**config.mk**
```make
export PLATFORM = sky130hd
export DESIGN_NAME = reg_file
export DESIGN_NICKNAME = d
export VERILOG_FILES = /design/src/rtl/reg_file_pkg.sv /design/src/rtl/reg_file_read.sv /design/src/rtl/reg_file.sv
export SDC_FILE = /design/constraint.sdc
export NUM_CORES = 2
export LEC_CHECK = 0
export ABC_AREA = 0
export ABC_CLOCK_PERIOD_IN_PS = 47100
export CAP_MARGIN = 25
export CORE_MARGIN = 8
export CORE_UTILIZATION = 45
export DETAILED_ROUTE_END_ITERATION = 8
export PLACE_DENSITY = 0.67
export SLEW_MARGIN = 20
export SYNTH_ARGS = -nofsm -noshare
export SYNTH_HDL_FRONTEND = slang
export SYNTH_SLANG_ARGS = --single-unit
```
**constraint.sdc**
```tcl
create_clock -name clk_in -period 47.1 [get_ports clk_in]
set_input_delay 11.775 -clock clk_in [delete_from_list [all_inputs] [get_ports clk_in]]
set_output_delay 11.775 -clock clk_in [all_outputs]
set_load 0.01 [all_outputs]
```
**src/rtl/reg_file_pkg.sv**
```systemverilog
// Shared widths and read-source encoding for the architectural register file.
package reg_file_pkg;

  localparam int unsigned REG_N    = 32;
  localparam int unsigned REG_ID_W = 5;
  localparam int unsigned XLEN     = 32;
  localparam int unsigned ROB_W_DEF = 3;

  typedef enum logic [1:0] {
    SRC_ZERO,
    SRC_COMMIT,
    SRC_ROB,
    SRC_REG
  } rd_src_e;

  // x0 is hardwired; any update aimed at it is discarded.
  function automatic logic writes_reg(input logic [REG_ID_W-1:0] id);
    return id != '0;
  endfunction

endpackage

```
**src/rtl/reg_file_read.sv**
```systemverilog
// One operand read port: picks value from x0, the committing entry, the ROB, or the register.
module reg_read_port
  import reg_file_pkg::*;
#(
  parameter int unsigned ROB_W = ROB_W_DEF
) (
  input  logic [REG_ID_W-1:0] i_get_id,
  input  logic [XLEN-1:0]     i_reg_val,
  input  logic                i_reg_busy,
  input  logic [ROB_W-1:0]    i_reg_tag,
  input  logic                i_is_commit,
  input  logic [REG_ID_W-1:0] i_set_id,
  input  logic [XLEN-1:0]     i_set_val,
  input  logic [ROB_W-1:0]    i_set_from_rob_id,
  input  logic                i_rob_avail,
  input  logic [XLEN-1:0]     i_rob_val,
  output logic [XLEN-1:0]     o_val,
  output logic                o_has_dep,
  output logic [ROB_W-1:0]    o_dep
);

  rd_src_e w_src;

  always_comb begin
    w_src = SRC_REG;
    if (!writes_reg(i_get_id))
      w_src = SRC_ZERO;
    else if (i_is_commit && i_set_id == i_get_id && i_reg_busy && i_reg_tag == i_set_from_rob_id)
      w_src = SRC_COMMIT;
    else if (i_reg_busy)
      w_src = SRC_ROB;
  end

  always_comb begin
    o_val     = '0;
    o_has_dep = 1'b0;
    o_dep     = '0;
    unique case (w_src)
      SRC_ZERO:   o_val = '0;
      SRC_COMMIT: o_val = i_set_val;
      SRC_ROB: begin
        // ROB answers in the same cycle; only an unresolved tag is reported as pending.
        if (i_rob_avail) begin
          o_val = i_rob_val;
        end else begin
          o_has_dep = 1'b1;
          o_dep     = i_reg_tag;
        end
      end
      SRC_REG:    o_val = i_reg_val;
      default:    o_val = '0;
    endcase
  end

endmodule

```
**src/rtl/reg_file.sv**
```systemverilog
// Architectural register file with rename tags, commit bypass and same-cycle ROB forwarding.
module reg_file
  import reg_file_pkg::*;
#(
  parameter int unsigned ROB_W = ROB_W_DEF
) (
  input  logic                clk_in,
  input  logic                rst_in,
  input  logic                rdy_in,
  input  logic                rob_clear,
  input  logic                is_commit,
  input  logic [REG_ID_W-1:0] set_id,
  input  logic [XLEN-1:0]     set_val,
  input  logic [ROB_W-1:0]    set_from_rob_id,
  input  logic [REG_ID_W-1:0] set_dep_id,
  input  logic [ROB_W-1:0]    set_dep_Q,
  input  logic [REG_ID_W-1:0] get_id_1,
  input  logic [REG_ID_W-1:0] get_id_2,
  output logic [XLEN-1:0]     val_1,
  output logic [XLEN-1:0]     val_2,
  output logic                has_dep_1,
  output logic                has_dep_2,
  output logic [ROB_W-1:0]    dep_1,
  output logic [ROB_W-1:0]    dep_2,
  output logic [ROB_W-1:0]    get_rob_id_1,
  output logic [ROB_W-1:0]    get_rob_id_2,
  input  logic                rob_avail_1,
  input  logic                rob_avail_2,
  input  logic [XLEN-1:0]     rob_val_1,
  input  logic [XLEN-1:0]     rob_val_2
);

  logic [XLEN-1:0]  r_val  [REG_N];
  logic             r_busy [REG_N];
  logic [ROB_W-1:0] r_tag  [REG_N];

  always_ff @(posedge clk_in or posedge rst_in) begin
    if (rst_in) begin
      for (int unsigned i = 0; i < REG_N; i++) begin
        r_val[i[REG_ID_W-1:0]]  <= '0;
        r_busy[i[REG_ID_W-1:0]] <= 1'b0;
        r_tag[i[REG_ID_W-1:0]]  <= '0;
      end
    end else if (rdy_in) begin
      if (rob_clear) begin
        for (int unsigned i = 0; i < REG_N; i++) begin
          r_busy[i[REG_ID_W-1:0]] <= 1'b0;
          r_tag[i[REG_ID_W-1:0]]  <= '0;
        end
      end else begin
        if (is_commit && writes_reg(set_id)) begin
          r_val[set_id] <= set_val;
          if (r_busy[set_id] && r_tag[set_id] == set_from_rob_id)
            r_busy[set_id] <= 1'b0;
        end
        // Placed after the commit so a same-cycle rename of that register wins.
        if (writes_reg(set_dep_id)) begin
          r_busy[set_dep_id] <= 1'b1;
          r_tag[set_dep_id]  <= set_dep_Q;
        end
      end
    end
  end

  assign get_rob_id_1 = r_tag[get_id_1];
  assign get_rob_id_2 = r_tag[get_id_2];

  reg_read_port #(.ROB_W(ROB_W)) u_port1 (
    .i_get_id          (get_id_1),
    .i_reg_val         (r_val[get_id_1]),
    .i_reg_busy        (r_busy[get_id_1]),
    .i_reg_tag         (r_tag[get_id_1]),
    .i_is_commit       (is_commit),
    .i_set_id          (set_id),
    .i_set_val         (set_val),
    .i_set_from_rob_id (set_from_rob_id),
    .i_rob_avail       (rob_avail_1),
    .i_rob_val         (rob_val_1),
    .o_val             (val_1),
    .o_has_dep         (has_dep_1),
    .o_dep             (dep_1)
  );

  reg_read_port #(.ROB_W(ROB_W)) u_port2 (
    .i_get_id          (get_id_2),
    .i_reg_val         (r_val[get_id_2]),
    .i_reg_busy        (r_busy[get_id_2]),
    .i_reg_tag         (r_tag[get_id_2]),
    .i_is_commit       (is_commit),
    .i_set_id          (set_id),
    .i_set_val         (set_val),
    .i_set_from_rob_id (set_from_rob_id),
    .i_rob_avail       (rob_avail_2),
    .i_rob_val         (rob_val_2),
    .o_val             (val_2),
    .o_has_dep         (has_dep_2),
    .o_dep             (dep_2)
  );

endmodule

```
==> metrics.txt <==
status finished, final reports clean; Vias between 40,000 and 50,000; core area ~0.14 mm2; Synth async-reset ratio 100%; hold path cells 0; Max H-tree Level 3; DRT iter0 DRCs 5,754; Post-Synth Simple-Gate Area 6.15%; First-pass DRT Iterations 6; share of the synthesized area in the top cell type 46.0%; Initial Utilization around 45%; PwrDens 34.9 mW/mm2; fin crit period 28.62 ns; NumNets Final between 4,000 and 5,000; routed length per instance 31.5 um; # setup viols final 0; vias per cell just under 7; critical path launch point type input port; Fmax 34.9 MHz; antenna-violating nets left 0; CTS Sinks between 1,000 and 1,500; WL final between 200 and 250 mm; first-pass GRT wire length roughly 310 mm; Synth Area in Compound Gates 8.58%; Max Cap Viol 0; Post-DP HPWL 122 mm; worst min-delay path class reg -> reg; DRC 0; number of global-route vias before repair 45,603; Worst-Skew Late Latency 0.74 ns; Clock Path Buffers 3; Yosys warning count 0; Adder-Cell Fraction of Synth Area 0%; Die X 389 um; largest cells by area after synthesis dfrtp_1, mux4_2, mux2_2; Post-CTS Setup Bufs 0; FF-to-FF End r_busy[25]$_DFFE_PP0P_; port bufs 206; critical path fanouts, max 59; register bit count reported by yosys 1,152; CP cell instances buf_8 -> buf_4 -> buf_4 -> buf_4 -> mux4_2 -> mux4_2 -> a21oi_1 -> nor2_1 -> a221o_1 -> clkdlybuf4s50_1; main flop type after synthesis dfrtp_1; Post-Syn Area 0.0627 mm2; CP top delay family buffers and inverters; Synth Instances 4,902; met3 Use GR 7.35%; grt met2 use 40.6%; Layout Skew 0.0239 ns; largest family of logic cells by synthesized area multiplexers; Post-DP Area approximately 0.066 mm2; clk root buf clkbuf_16; worst hold path startpoint r_val[1019]$_DFFE_PP0P_; Crit-path slowest cell buf_4; sequential area share after synthesis 46.0%; Lkg Pwr just over 30 nW; Final Max Tran Viols 0; CP required 35.33 ns; die height 389 um; R2R depth 7; Worst path max stage delay 0.83 ns; GRT Residual Overflow 0; layout cells sized above 1 31.2%; CTS tree yes; Fin Setup TNS 0 ns; Layout area overhead 12.6%; I/O pin count 207; Synth Area in XOR/XNOR 0.238%; final instance area 0.0705 mm2; Setup crit end kind primary output; hold buffers post-CTS 0; Post-synth EDFFs 0; pin slew with the least headroom to its limit 1.17 ns; All-Layer GR Usage 27.5%; Max-slew headroom between 20% and 30%; Yosys top cell by area dfrtp_1; crit path buf inv count 5; Setup CP Type in -> out; syn nets 5,031; reg-to-reg startpoint r_tag[74]$_DFFE_PP0P_; RSZ-0062 raised after global routing no; Syn Area/Cell 12.8 um2; Rows approximately 140; CTS-repair resized insts 0; Reg2Reg Setup Slack 43.65 ns; routability cong. ~0.92; Die ar. 0.151 mm2; WP data arrival 16.85 ns; initial antenna violation count 17; Final Hold Fails 0; number of distinct library cells after synthesis between 60 and 70; Worst Hold End r_val[1019]$_DFFE_PP0P_; met1 Track Usage GR 38.6%; Reg clk slew, reported paths 0.06 ns; pin count of the biggest net entering global routing 178; layer with the highest usage met2; final cycle utilization of the critical path between 60% and 70%; most used cell, CP buf_4; VDD IR max about 0.000036 V; post-synthesis mux area share 35.4%; Num CTS Buffers 118
cell usage in the layout (no fill, tap or decap), types with 11 or more instances in the layout:
cell type        count
a21oi_1             98
a221o_1             33
a221oi_1            20
a22oi_1             52
a31oi_1             11
buf_16              13
buf_4               91
clkbuf_1            19
clkbuf_16          120
clkbuf_8            34
clkdlybuf4s50_1    195
clkinv_2            23
dfrtp_1           1152
inv_1               38
mux2_2             516
mux2i_1            206
mux4_2             631
nand2_1            615
nand2_4             16
nand2b_1            11
nand3_1             93
nor2_1              52
nor2_4              16
nor3_1              11
o21ai_0            611
o32a_1              32
xor2_1              12
metrics by stage:
stage	cells	setup WS, ns	utilization [%]	power (W)	hold WS [ns]
2_1_floorplan	4902	2.88	-	0.00137	0.441
3_3_place_gp	6499	18.35	47.5	0.00149	0.378
3_5_place_dp	6507	18.33	47.6	0.00150	0.385
4_1_cts	6723	18.31	50.5	0.00246	0.400
5_1_grt	6745	18.40	50.8	0.00254	0.411
6_report	6746	18.48	50.8	0.00246	0.394
report_power, final:
part | total (W) | switching (W) | internal (W)
Clock | 0.000972 | 0.000416 | 0.000556
Combinational | 0.000369 | 0.000189 | 0.000180
Sequential | 0.00112 | 0.0000572 | 0.00106
Total | 0.00246 | 0.000662 | 0.00180
final cells by class:
class,instances,area (um2)
fill,11794,68300
multi-input combinational,3197,31900
sequential,1152,28800
clock buffer,172,3530
timing repair buffer,326,3370
tap,1807,2260
clock inverter,44,450
inverter,41,163
antenna,7,17.5
Yosys cell counts (5+ instances only):
cell type  number
and2_1         10
a22oi_1        52
o2bb2ai_1       8
o21ai_0       611
o2111ai_1       9
nor4b_1         5
nand2b_1       12
nand3b_1        6
o32a_1         32
a21oi_1        98
and3b_1         7
and3_1          7
nor2_1         69
buf_1          37
buf_4          17
nor3_1         12
a2bb2oi_1       9
nand2_1       634
xor2_1         12
nand3_1        93
inv_1          39
nor3b_1         9
xnor2_1         5
mux4_2        631
nor4_1          9
a221oi_1       20
mux4_1          5
or3b_2          5
mux2i_1       206
o311ai_0        6
dfrtp_1      1152
nand4_1         5
mux2_2        516
a31oi_1        11
nor2b_1         7
buf_2          65
a221o_1        33
clkbuf_1      389
worst max path at each step:
| stage | from | endpoint | slack (ns) | depth (start not counted) |
|---|---|---|---|---|
| 2_1_floorplan | rst_in | r_busy[0]$_DFFE_PP0P_ | 2.88 | 1 |
| 3_3_place_gp | get_id_2[0] | val_2[30] | 18.35 | 9 |
| 3_5_place_dp | get_id_2[0] | val_2[30] | 18.33 | 9 |
| 4_1_cts | get_id_2[0] | val_2[30] | 18.31 | 9 |
| 5_1_grt | get_id_1[1] | val_1[22] | 18.40 | 10 |
| 6_report | get_id_1[1] | val_1[22] | 18.48 | 10 |
cells by family (layout without fill, tap and decap cells):
logic type / Yosys count / after routing
AND/OR/NAND/NOR: 902 / 902
other: 0 / 7
multiplexers: 1358 / 1358
AO/OA/AOI/OAI: 920 / 920
buffers and inverters: 553 / 583
XOR/XNOR: 17 / 17
flip-flops: 1152 / 1152
worst register-to-register path, cell delays in order, from the launching register on:
cell and delay (ns):
dfrtp_1 0.42, mux4_2 0.54, a22oi_1 0.21, nand4_1 0.18
xor2_1 0.18, or4_4 0.69, nor3_1 0.82, o21ai_0 0.25
registers in the layout (all words and copies together) (netlist names):
signal,count
r_busy,32
r_tag,96
r_val,1024
layer usage:
metal / up-vias / wire [um]
li1: 18394 / -
met1: 23675 / 84100
met2: 2866 / 93100
met3: 589 / 24200
met4: 8 / 10800
met5: - / 45
Note: power is estimated with default switching activity, not from simulation.
